### src/rtl/slave_port.sv
// slave_port: bit-serial bus slave endpoint bridging serial header/data beats to a local word memory.
// Optional macro SLAVE_PARITY_EN appends an even-parity bit to every data word and adds parity_err.
module slave_port #(
  parameter int ADDR_LEN = 12,
  parameter int DATA_LEN = 8,
  parameter int BURST_LEN = 13
) (
  input  logic                clk,
  input  logic                reset,
  input  logic                selected,
  input  logic                master_valid,
  input  logic                master_ready,
  input  logic                write_en,
  input  logic                read_en,
  input  logic                rx_address,
  input  logic                rx_burst_number,
  input  logic                rx_data,
  output logic                slave_ready,
  output logic                slave_valid,
  output logic                tx_data,
  output logic                rx_done,
  output logic                tx_done,
  output logic [ADDR_LEN-1:0] mem_addr,
  output logic [DATA_LEN-1:0] mem_wdata,
  output logic                mem_we,
  output logic                mem_re,
  input  logic [DATA_LEN-1:0] mem_rdata
`ifdef SLAVE_PARITY_EN
  ,
  output logic                parity_err
`endif
);
  localparam int HDR_LEN = ADDR_LEN > BURST_LEN ? ADDR_LEN : BURST_LEN;
`ifdef SLAVE_PARITY_EN
  localparam int WORD_LEN = DATA_LEN + 1;
`else
  localparam int WORD_LEN = DATA_LEN;
`endif
  localparam int CW = $clog2((HDR_LEN > WORD_LEN ? HDR_LEN : WORD_LEN) + 1);
  localparam logic [CW-1:0] A_END = CW'(ADDR_LEN);
  localparam logic [CW-1:0] B_END = CW'(BURST_LEN);
  localparam logic [CW-1:0] H_LAST = CW'(HDR_LEN - 1);
  localparam logic [CW-1:0] W_LAST = CW'(WORD_LEN - 1);
  typedef enum logic [2:0] {IDLE, HDR, WDATA, WSTORE, RFETCH, RWAIT, RSHIFT, DONE} state_t;
  state_t               state;
  logic                 is_write;
  logic [ADDR_LEN-1:0]  addr;
  logic [BURST_LEN-1:0] burst;
  logic [CW-1:0]        cnt;
  logic [WORD_LEN-1:0]  shreg;
  logic                 beat, last_word, word_ok;
  assign beat = master_valid && slave_ready;
  assign last_word = burst <= BURST_LEN'(1);
`ifdef SLAVE_PARITY_EN
  assign word_ok = ~^shreg;
`else
  assign word_ok = 1'b1;
`endif
  // IDLE follows selected; gating with reset keeps every output low while reset is held
  assign slave_ready = reset && (state == IDLE ? selected : (state == HDR || state == WDATA));
  assign slave_valid = state == RSHIFT;
  assign tx_data = slave_valid && shreg[0];
  assign rx_done = state == DONE && is_write;
  assign tx_done = state == DONE && !is_write;
  assign mem_we = state == WSTORE && word_ok;
  assign mem_re = state == RFETCH;
  assign mem_addr = (state == WSTORE || mem_re) ? addr : '0;
  assign mem_wdata = state == WSTORE ? shreg[DATA_LEN-1:0] : '0;
  always_ff @(posedge clk or negedge reset)
    if (!reset) begin
      state <= IDLE;
      is_write <= 1'b0;
      addr <= '0;
      burst <= '0;
      cnt <= '0;
      shreg <= '0;
`ifdef SLAVE_PARITY_EN
      parity_err <= 1'b0;
`endif
    end else
      case (state)
        IDLE: if (beat && (write_en ^ read_en)) begin
          is_write <= write_en;
          addr <= {rx_address, addr[ADDR_LEN-1:1]};
          burst <= {rx_burst_number, burst[BURST_LEN-1:1]};
          cnt <= CW'(1);
          state <= HDR;
`ifdef SLAVE_PARITY_EN
          parity_err <= 1'b0;
`endif
        end
        HDR: if (beat) begin
          if (cnt < A_END) addr <= {rx_address, addr[ADDR_LEN-1:1]};
          if (cnt < B_END) burst <= {rx_burst_number, burst[BURST_LEN-1:1]};
          cnt <= cnt == H_LAST ? '0 : cnt + 1'b1;
          if (cnt == H_LAST) state <= is_write ? WDATA : RFETCH;
        end
        WDATA: if (beat) begin
          shreg <= {rx_data, shreg[WORD_LEN-1:1]};
          cnt <= cnt == W_LAST ? '0 : cnt + 1'b1;
          if (cnt == W_LAST) state <= WSTORE;
        end
        WSTORE: begin
          addr <= addr + 1'b1;
          burst <= burst - 1'b1;
          state <= last_word ? DONE : WDATA;
`ifdef SLAVE_PARITY_EN
          parity_err <= parity_err | !word_ok;
`endif
        end
        RFETCH: state <= RWAIT;
        RWAIT: begin
`ifdef SLAVE_PARITY_EN
          shreg <= {^mem_rdata, mem_rdata};
`else
          shreg <= mem_rdata;
`endif
          cnt <= '0;
          state <= RSHIFT;
        end
        RSHIFT: if (master_ready) begin
          shreg <= shreg >> 1;
          cnt <= cnt == W_LAST ? '0 : cnt + 1'b1;
          if (cnt == W_LAST) begin
            addr <= addr + 1'b1;
            burst <= burst - 1'b1;
            state <= last_word ? DONE : RFETCH;
          end
        end
        DONE: state <= IDLE;
        default: state <= IDLE;
      endcase
endmodule

### config.mk
export PLATFORM = sky130hd
export DESIGN_NAME = slave_port
export DESIGN_NICKNAME = d
export VERILOG_FILES = /design/src/rtl/slave_port.sv
export SDC_FILE = /design/constraint.sdc
export NUM_CORES = 1
export LEC_CHECK = 0
export CAP_MARGIN = 20
export CORE_MARGIN = 5
export CORE_UTILIZATION = 50
export CTS_CLUSTER_SIZE = 16
export DETAILED_ROUTE_END_ITERATION = 8
export PLACE_DENSITY = 0.8
export SKIP_CTS_REPAIR_TIMING = 1
export SYNTH_ARGS = -nofsm -noshare
export SYNTH_HDL_FRONTEND = slang
export SYNTH_SLANG_ARGS = --single-unit
### constraint.sdc
create_clock -name clk -period 3.6 [get_ports clk]
set_input_delay 0.72 -clock clk [delete_from_list [all_inputs] [get_ports clk]]
set_output_delay 0.72 -clock clk [all_outputs]
set_load 0.02 [all_outputs]
# Word-level counts from Yosys, hierarchy flattened
# Index checks and enable logic that the tools add are counted.
# totals
output_inout_bits	27
reg_bits	41
elab_cells	86
mem_bits_ro	0
ramBits	0
mem_count	0
latchBits	0
# classes
div_mod_pow	0
magnitude_cmp	3
bitwise	1
n_eq_ne	18
n_mul	0
mux	36
addsub	3
reduce_logical	19
shift	0
# op_table
operator	n
two-way mux 12 bit	6
two-way mux 13 bit	5
one-hot mux 13 bit (4 select lines)	1
one-hot mux 12 bit (4 select lines)	1
two-way mux 3 bit	9
two-way mux 4 bit	6
two-way mux 8 bit	3
one-hot mux 3 bit (8 select lines)	1
one-hot mux 8 bit (3 select lines)	1
one-hot mux 4 bit (5 select lines)	1
<= comparator 13 x 1 -> 1 bit (second input constant)	1
subtractor 13 x 1 -> 13 bit (second input constant)	1
adder 12 x 1 -> 12 bit (second input constant)	1
== test 3 bit (second input constant)	4
inequality test 2 x 1 -> 1 bit (second input constant)	6
AND reduction 6 bit	2
less-than comparator 4 bit (second input constant)	2
AND reduction 7 bit	1
== test 3 x 2 -> 1 bit (second input constant)	2
logical AND 1 bit	6
inequality test 2 bit (second input constant)	3
AND reduction 5 bit	1
nonzero test 5 bit	1
adder 4 x 1 -> 4 bit (second input constant)	1
other kinds (13)	14

# Depth between registers and ports, before layout
# Gate-level depths: netlist (run 1).
# depth
ltp_word	8
mapped_depth	9
ltp_nobuf	7

# Worst setup path after synthesis (run 1)
# No wires, ideal clock.
# synth_timing
kind	flip-flop to output port
from	reg state[1]
to	out mem_addr[10]
path_stages_with_launch	8
t_arrival_ns	1.716
slack_ns	1.164
path_buffers	2
cell_sequence	dfrtp_1 buf_6 inv_1 nand2_1 nor2_1 nor2_1 clkbuf_1 nor2b_1
# synth_via
elab_chain_cells	3
word_cells_on_any_way	4
classes_between	eq/ne (2); mux (1); reduce/logical (1)
# synth_lines
item	line_no	text
start: declaration	45	state_t state;
start signal: assignment	96	if (cnt == H_LAST) state <= is_write ? WDATA : RFETCH;
start signal: assignment	106	state <= last_word ? DONE : WDATA;
start signal: assignment	127	state <= last_word ? DONE : RFETCH;
== test 3 bit	66	assign mem_re = state == RFETCH;
named net mem_re	26	output logic mem_re,
logical OR 1 bit	67	assign mem_addr = (state == WSTORE || mem_re) ? addr : '0;
two-way mux 12 bit	67	
end: declaration	23	output logic [ADDR_LEN-1:0] mem_addr,
# The timed path passes the listed nets, and every way through them passes these cells.

# Worst setup path in the final report (run 1)
# layout_timing
from	in selected
to	out slave_ready
# layout_via
elab_chain_cells	2
# layout_lines
item	line_no	text
start: declaration	10	input logic selected,
two-way mux 1 bit	60	assign slave_ready = reset && (state == IDLE ? selected : (state == HDR || state == WDATA));
logical AND 1 bit	60	
end: declaration	18	output logic slave_ready,
# Every way passes these cells.

==> metrics.cfg, run 1 <==
[outcome]
outcome=completed

[die]
io_pins=45
initial_core_util_pct=51.14
coreArea_sq_um=5473
fp.dieW_um=84.82
std_cell_rows=27
die_y_um=84.82
dieArea_sq_um=7194

[logic_synthesis]
ys_seq_elements=41
synthesis.nets=374
synth_area_leaders=dfrtp_1, o21ai_0, nand2_1
ys_warn_count=0
yosys.area.top_type=dfrtp_1
yosys.cell_count.top_type=o21ai_0
synth_ff_type=dfrtp_1
yosys-top-cells-count=o21ai_0, dfrtp_1, nand2_1
yosysSeqAreaShare_pct=36.66
synth_top_area_share_pct=36.66
syn_area_sq_um=2799
synth_edf_count=0
synthArstFlopShare_pct=100.0
ys_types=56
syn_area_per_cell_sq_um=7.997
synth_cells=350

[global_routing]
overflow=0
grt_use_total_pct=18.69
grt_pass1_vias=2572
grt_max_degree=37
antenna_found_initial=0
grt_pass1_wl_um=11300

[placement]
dp_hpwl_um=4618
port_buffers=44
dp_slack_ns=0.4893
globalplace.congestion=0.8289

[timing]
period_needed_ns=3.120
clock.fmax_mhz=320.5
setup-tns-final_ns=0
min_period_over_period_pct=86.66
post-route-worst-setup-slack_ns=0.4801
hold_viol=0
maxSlewViolCount=0
worst_pin_slew_ns=0.9175
setup_viol=0
relSlewSlack_pct=38.70
skew_ns=0.01009
holdWs_ns=0.2782
rsz0062_at_grt=false

[power]
p_per_area_nw_per_um2=665.5
ir_worst_vdd_mv=0.2794
intPower_w=0.001241
p_seq_share_pct=40.8
leakagePower_nw=1.378
power_switching_w=0.0009840
pwr-share-clk_pct=13.4
pwr-share-comb_pct=45.7
power_switching_share_pct=44.23

[routing]
first_iter_violations=194
post_drt_wl_per_cell_um=14.12
ant_nets=0
drc=0
viasPerCell=5.776
num_vias=2657
first_pass_iters=4
routed_wl_um=6495

[clock_tree]
cts_tree=done
worstSkewPairLatency_ns=0.30
cts_sinks=41
cts_buffers=5
cts.root.buffer_cell=clkbuf_8
clk_pin_slew_worst_paths_ns=0.07
htreeDepth=2
cts.path.max_buffers=2

[final_layout]
antenna_cells=0
n_fill_cell=484
area_growth_pct=19.45
nets=411
drive_above_1_share_pct=5.670

[worst_setup_path]
critical_path_class=input port to output pin
slowest_delay_ns=0.70
start_kind=input port
crit_path_frequent_cell=clkdlybuf4s50_1
crit_cells=4
rr_startpoint=state[1]
r2r_cells=4
required_ns=2.88
path_cells=clkdlybuf4s50_1 -> nor3_1 -> nor4bb_1 -> clkdlybuf4s50_1
cp_max_fo=3
r2r_slack_ns=1.18
worstPathArrival_ns=2.40
path_buf_inv=2
regToRegEndpoint=shreg[6]
crit_slowest_cell=clkdlybuf4s50_1
crit_family=buffers and inverters
cp-end-kind=output pin

[flow_run]
maxCapViolCount=0

[hold_path]
worstHoldPathType=input port to async pin

## kinds of logic after synthesis
| kind of cell | after synthesis | share of synthesized area [%] |
|---|---|---|
| flip-flops | 41 | 36.66 |
| adder cells (fa/ha/maj) | 6 | 2.682 |
| multiplexers | 7 | 2.503 |
| AND/OR/NAND/NOR | 144 | 26.69 |
| buffers and inverters | 36 | 6.303 |
| XOR/XNOR | 2 | 0.6260 |
| AO/OA/AOI/OAI | 114 | 24.54 |
## layout make-up
class                           instances  area [sq um]  share of cell area (%)
Inverter                               14         52.55                   1.572
Clock buffer                            6         72.57                   2.171
Sequential cell                        41          1026                   30.69
Tap cell                               72         90.09                   2.695
Clock inverter                          2         10.01                  0.2994
Timing Repair Buffer                   52         495.5                   14.82
Multi-Input combinational cell        273          1597                   47.75
## flip-flops by register name (all words and copies together), names as in the netlist
register and cells:
cnt 4, shreg 8, state 3, burst 13, addr 12, is_write 1
## routing by layer
metal  part of all wire (%)  routed length [um]  GRT usage (%)  vias up
li1                       -                   -              -     1333
met1                     45                2940          24.60     1251
met2                     47                3071          30.46       71
met3                    7.0                 454          5.437        2
met4                   0.45                  29          4.460        0
met5                      0                   0              0        -
## power groups by stage
| stage | clock network (W) | logic, W | registers [W] |
|---|---|---|---|
| after floorplan | 0 | 0.000869 | 0.000837 |
| after global placement | 0 | 0.000982 | 0.000902 |
| after detailed placement | 0 | 0.00102 | 0.000911 |
| after CTS | 0.000301 | 0.00102 | 0.000904 |
| after global routing | 0.000317 | 0.00116 | 0.000948 |
| final | 0.000299 | 0.00102 | 0.000908 |
## through the flow
step / area [sq um] / total power [W] / std cells / utilization (%)
CTS: 3343 / 0.002225 / 460 / 61.09
global route: 3343 / 0.002427 / 460 / 61.09
finish: 3343 / 0.002225 / 460 / 61.09
detailed placement: 3261 / 0.001926 / 452 / 59.58
global placement: 3261 / 0.001885 / 452 / 59.58
floorplan: 2799 / 0.001707 / 350 / -
## cell usage in the layout, fill, tap and decap left out, types with 2 or more instances in the layout
cell,Yosys,layout
a21o_1,2,2
a21oi_1,25,25
a22o_1,5,5
a22oi_1,4,4
a2bb2oi_1,4,4
a31oi_1,6,6
and2_1,10,10
and3_1,3,3
buf_4,0,8
clkbuf_8,0,5
clkdlybuf4s50_1,0,43
clkinv_2,0,2
dfrtp_1,41,41
ha_1,6,6
inv_1,14,14
mux2i_1,7,7
nand2_1,39,39
nand3_1,17,17
nand4_1,2,2
nor2_1,24,24
nor2b_1,14,14
nor3_1,13,13
nor4_1,2,2
o211ai_1,3,3
o21ai_0,47,47
o22a_1,2,2
o22ai_1,4,4
o31ai_1,2,2
or3_1,2,2
or3_4,2,2
or4_1,2,2
## worst max path at each step
stage                     slack, ns            to  startpoint
after floorplan                1.16  mem_addr[10]    state[1]
after global placement         0.53   slave_ready    selected
after detailed placement       0.49   slave_ready    selected
after CTS                      0.47   slave_ready    selected
after global routing           0.31   slave_ready    selected
final                          0.48   slave_ready    selected
No activity file was read; power rests on OpenSTA's default activity.
==> run 2, diff against run 1 <==
- CORE_MARGIN: 5 -> default
==> run 2 against run 1 <==
Against the previous run: die area down 18%; sequential share of layout area fell by 0.34 points; via count increased by 0.98%; clock skew decreased by 0.0040 ns; largest cell class unchanged; routed wire length fell by 1.7%.
==> metrics.cfg, run 2 (synthesized netlist as in run 1, its figures left out) <==
[routing]
ant_nets=0  ; unchanged
num_vias=2683  ; +0.98%
routed_wl_um=6385  ; -1.7%
first_iter_violations=201  ; +3.6%
post_drt_wl_per_cell_um=13.91  ; -1.5%
met3_length_um=306  ; -33%
viasPerCell=5.845  ; +1.2%
wl_met1_um=3072  ; +4.5%
first_pass_iters=4  ; unchanged
met2WireLength_um=2984  ; -2.8%
drc=0  ; unchanged
top_layer=met4

[worst_setup_path]
r2r_cells=5  ; +1
cp-startpoint=selected
cp-end-kind=output pin
critical_path_class=input port to output pin
cp_max_fo=3  ; unchanged
start_kind=input port
rr_startpoint=state[2]
required_ns=2.88  ; about the same
worstPathArrival_ns=2.40  ; about the same

[outcome]
outcome=completed

[placement]
dp_slack_ns=0.4723  ; -0.01703 ns
globalplace.congestion=0.8676  ; +4.7%
port_buffers=44  ; unchanged
dp_hpwl_um=4531  ; -1.9%

[timing]
min_period_over_period_pct=86.78  ; +0.12 points
post-route-worst-setup-slack_ns=0.4758  ; -0.004294 ns
period_needed_ns=3.124  ; +0.004294 ns
relSlewSlack_pct=46.71  ; +8.0 points
worst_pin_slew_ns=0.7868  ; -0.1306 ns
clock.fmax_mhz=320.1  ; -0.14%
holdWs_ns=0.2555  ; -0.02262 ns
maxSlewViolCount=0  ; unchanged
setup-tns-final_ns=0  ; unchanged
setup_viol=0  ; unchanged
skew_ns=0.006094  ; -0.003996 ns
rsz0062_at_grt=false
hold_viol=0  ; unchanged

[clock_tree]
cts_buffers=5  ; unchanged
htreeDepth=2  ; unchanged
cts.path.max_buffers=2  ; unchanged
cts.root.buffer_cell=clkbuf_8
clk_pin_slew_worst_paths_ns=0.08  ; about the same
cts_tree=done
worstSkewPairLatency_ns=0.30  ; about the same
cts_sinks=41  ; unchanged

[global_routing]
grt_use_total_pct=22.45  ; +3.8 points
grt_pass1_wl_um=11020  ; -2.5%
grt_max_degree=38  ; +2.7%
grt_pass1_vias=2409  ; -6.3%
antenna_found_initial=0  ; unchanged
overflow=0  ; unchanged

[hold_path]
worstHoldPathType=input port to async pin

[final_layout]
nets=412  ; +0.24%
seq_area_sq_um=1026  ; unchanged
largest_register_ffs=13  ; unchanged
layout_common_cells=o21ai_0, clkdlybuf4s50_1, dfrtp_1, nand2_1, a21oi_1
final_common_cell=o21ai_0
top_register=burst
multi_input_area_sq_um=1597  ; unchanged
antenna_cells=0  ; unchanged
drive_above_1_share_pct=6.170  ; +0.50 points
top_regs=burst x13, addr x12, shreg x8
area_growth_pct=20.79
n_fill_cell=452  ; -6.6%

[die]
initial_core_util_pct=53.44  ; +2.3 points
coreArea_sq_um=5238  ; -4.3%
dieArea_sq_um=5901  ; -18%
std_cell_rows=26  ; -3.7%
fp.dieW_um=76.82  ; -9.4%
die_y_um=76.82  ; -9.4%
io_pins=45  ; unchanged

[power]
ir_worst_vdd_mv=0.3098  ; +11%
p_per_area_nw_per_um2=686.5  ; +3.2%
leakagePower_nw=1.392  ; +1.0%

[flow_run]
maxCapViolCount=0  ; unchanged

==> run 2: cell count changes in the layout (fill, tap and decap cells not counted) <==
| cell | before | now |
|---|---|---|
| clkbuf_1 | 1 | 0 |
| clkinv_2 | 2 | 0 |
| buf_4 | 8 | 9 |
| clkinvlp_4 | 0 | 1 |
| clkinv_4 | 0 | 1 |
| bufinv_16 | 0 | 1 |
==> run 2: critical path, stage by stage <==
cell,delay (ns)
clkdlybuf4s50_1,0.47
nor3_1,0.05
nor4bb_1,0.47
clkdlybuf4s50_1,0.70
==> run 2: layer usage <==
layer  GRT usage (%)  vias up
met5               0        -
met4           3.462        0
met3           3.810        4
met2           36.88       63
met1           31.37     1277
li1                -     1339
==> run 2: stage by stage <==
stage	total power [W]	cells	utilization, %	cell area, sq um
4_1_cts	0.002318	458	64.41	3373
2_1_floorplan	0.001707	350	-	2799
6_report	0.002321	459	64.55	3381
3_3_place_gp	0.001886	450	62.21	3258
3_5_place_dp	0.001935	450	62.21	3258
5_1_grt	0.002513	459	64.55	3381
==> run 2: worst paths after layout <==
kind,endpoint,slack (ns)
max in group asynchronous,addr[3],2.61
min in group clk,shreg[4],0.51
worst max-delay path,slave_ready,0.48
worst min register to register,shreg[4],0.51
worst max register to register,cnt[2],1.18
worst min-delay path,cnt[2],0.26
==> run 2: layout make-up <==
cell class	instances	area share, %
clock inverter	3	1.369
multi-input combinational	273	47.22
tap	70	2.591
timing repair buffer	53	14.88
sequential	41	30.35
inverter	14	1.554
clock buffer	5	2.036
==> run 2: report_power, final <==
| group | switching, W | internal [W] |
|---|---|---|
| clock network | 0.000176 | 0.000208 |
| registers | 0.000249 | 0.000662 |
| logic | 0.000578 | 0.000448 |
| total | 0.00100 | 0.00132 |
==> run 3, diff against run 2 <==
- CORE_MARGIN: default -> 10
==> run 3 against run 2 <==
Against the previous run: sequential share of layout area is 0.27 points higher; die area is 52% higher; design area is 0.89% lower; first-iteration DRC count is 31% lower; via count is 1.3% higher; count of clock-buffer cells in the layout is 1 higher; largest power group unchanged.
==> metrics.cfg, run 3 (synthesized netlist as in run 1, its figures left out) <==
[outcome]
outcome=completed

[timing]
maxSlewViolCount=0  ; unchanged
period_needed_ns=3.132  ; +0.007476 ns
skew_ns=0.007737  ; +0.001643 ns
post-route-worst-setup-slack_ns=0.4683  ; -0.007476 ns
setup-tns-final_ns=0  ; unchanged
clock.fmax_mhz=319.3  ; -0.24%
holdWs_ns=0.2746  ; +0.01905 ns
worst_pin_slew_ns=0.9530  ; +0.1662 ns
relSlewSlack_pct=36.33  ; -10 points
setup_viol=0  ; unchanged
rsz0062_at_grt=false
hold_viol=0  ; unchanged
min_period_over_period_pct=86.99  ; +0.21 points

[routing]
first_iter_violations=138  ; -31%
routed_wl_um=6923  ; +8.4%
num_vias=2717  ; +1.3%
drc=0  ; unchanged
viasPerCell=5.894  ; +0.83%
first_pass_iters=4  ; unchanged
post_drt_wl_per_cell_um=15.02  ; +8.0%
ant_nets=0  ; unchanged

[worst_setup_path]
cp-end-kind=output pin
cp_max_fo=3  ; unchanged
path_cells=clkdlybuf4s50_1 -> nor3_1 -> nor4bb_1 -> clkdlybuf4s50_1
start_kind=input port
path_buf_inv=2  ; unchanged
rr_startpoint=state[1]
crit_slowest_cell=clkdlybuf4s50_1
worstPathArrival_ns=2.41  ; about the same
crit_family=buffers and inverters
crit_path_frequent_cell=clkdlybuf4s50_1
regToRegEndpoint=shreg[5]
critical_path_class=input port to output pin
r2r_cells=4  ; -1
required_ns=2.88  ; about the same
slowest_delay_ns=0.70  ; about the same
r2r_slack_ns=1.14  ; -0.04 ns

[clock_tree]
cts.path.max_buffers=2  ; unchanged
cts_sinks=41  ; unchanged
htreeDepth=2  ; unchanged
cts.root.buffer_cell=clkbuf_8
cts_buffers=5  ; unchanged
worstSkewPairLatency_ns=0.30  ; about the same
clk_pin_slew_worst_paths_ns=0.07  ; about the same
cts_tree=done

[global_routing]
grt_pass1_vias=2661  ; +10%
grt_pass1_wl_um=11950  ; +8.4%
grt_use_total_pct=16.07  ; -6.4 points
overflow=0  ; unchanged
antenna_found_initial=0  ; unchanged
grt_max_degree=37  ; -2.6%

[final_layout]
largest_register_ffs=13  ; unchanged
final_common_cell=o21ai_0
layout_common_cells=o21ai_0, clkdlybuf4s50_1, dfrtp_1, nand2_1, a21oi_1
fin_util_pct=61.23  ; -3.3 points
nets=412  ; unchanged
antenna_cells=0  ; unchanged
top_regs=burst x13, addr x12, shreg x8
area_growth_pct=19.71
layoutNonFillerInstCount=461  ; +0.44%
drive_above_1_share_pct=5.913  ; -0.26 points
top_register=burst

[power]
leakagePower_nw=1.383  ; -0.62%
ir_worst_vdd_mv=0.2572  ; -17%
p_per_area_nw_per_um2=672.1  ; -2.1%

[die]
fp.dieW_um=94.82  ; +23%
die_y_um=94.82  ; +23%
coreArea_sq_um=5473  ; +4.5%
std_cell_rows=27  ; +3.8%
io_pins=45  ; unchanged
initial_core_util_pct=51.14  ; -2.3 points
dieArea_sq_um=8991  ; +52%

[placement]
globalplace.congestion=0.8331  ; -4.0%
place_inst=453  ; +0.67%
port_buffers=44  ; unchanged
dp_slack_ns=0.4894  ; +0.01711 ns
dp_hpwl_um=5028  ; +11%

[flow_run]
maxCapViolCount=0  ; unchanged

[hold_path]
worstHoldPathType=input port to async pin

-- run 3: area by class of cell --
class,instances,area [sq um]
repair buffers,53,503.0
fillers,503,2122
well taps,72,90.09
multi-input cells,273,1597
clock inverters,2,10.01
flip-flops and latches,41,1026
inverters,14,52.55
clock buffers,6,72.57
-- run 3: per-stage QoR --
step           area, sq um  power (W)
2_1_floorplan         2799   0.001707
3_3_place_gp          3268   0.001891
3_5_place_dp          3268   0.001952
4_1_cts               3351   0.002252
5_1_grt               3351   0.002469
6_report              3351   0.002252
-- run 3: worst max-delay path by stage --
stage | from | cells past startpoint | to
floorplan | state[1] | 7 | mem_addr[10]
global placement | selected | 4 | slave_ready
detailed placement | selected | 4 | slave_ready
CTS | selected | 4 | slave_ready
global route | state[1] | 4 | slave_valid
finish | selected | 4 | slave_ready
-- run 3: layer usage --
| layer | up-vias | global-route usage [%] | share of wire, % |
|---|---|---|---|
| li1 | 1339 | - | - |
| met1 | 1278 | 19.97 | 43 |
| met2 | 88 | 25.17 | 46 |
| met3 | 12 | 6.265 | 9.2 |
| met4 | 0 | 4.988 | 1.5 |
| met5 | - | 0 | 0 |
-- run 3: where the power goes --
| part | internal (W) | switching [W] | total (W) |
|---|---|---|---|
| registers | 0.000662 | 0.000239 | 0.000901 |
| clock network | 0.000135 | 0.000166 | 0.000300 |
| logic | 0.000448 | 0.000602 | 0.00105 |
| total | 0.00125 | 0.00101 | 0.00225 |
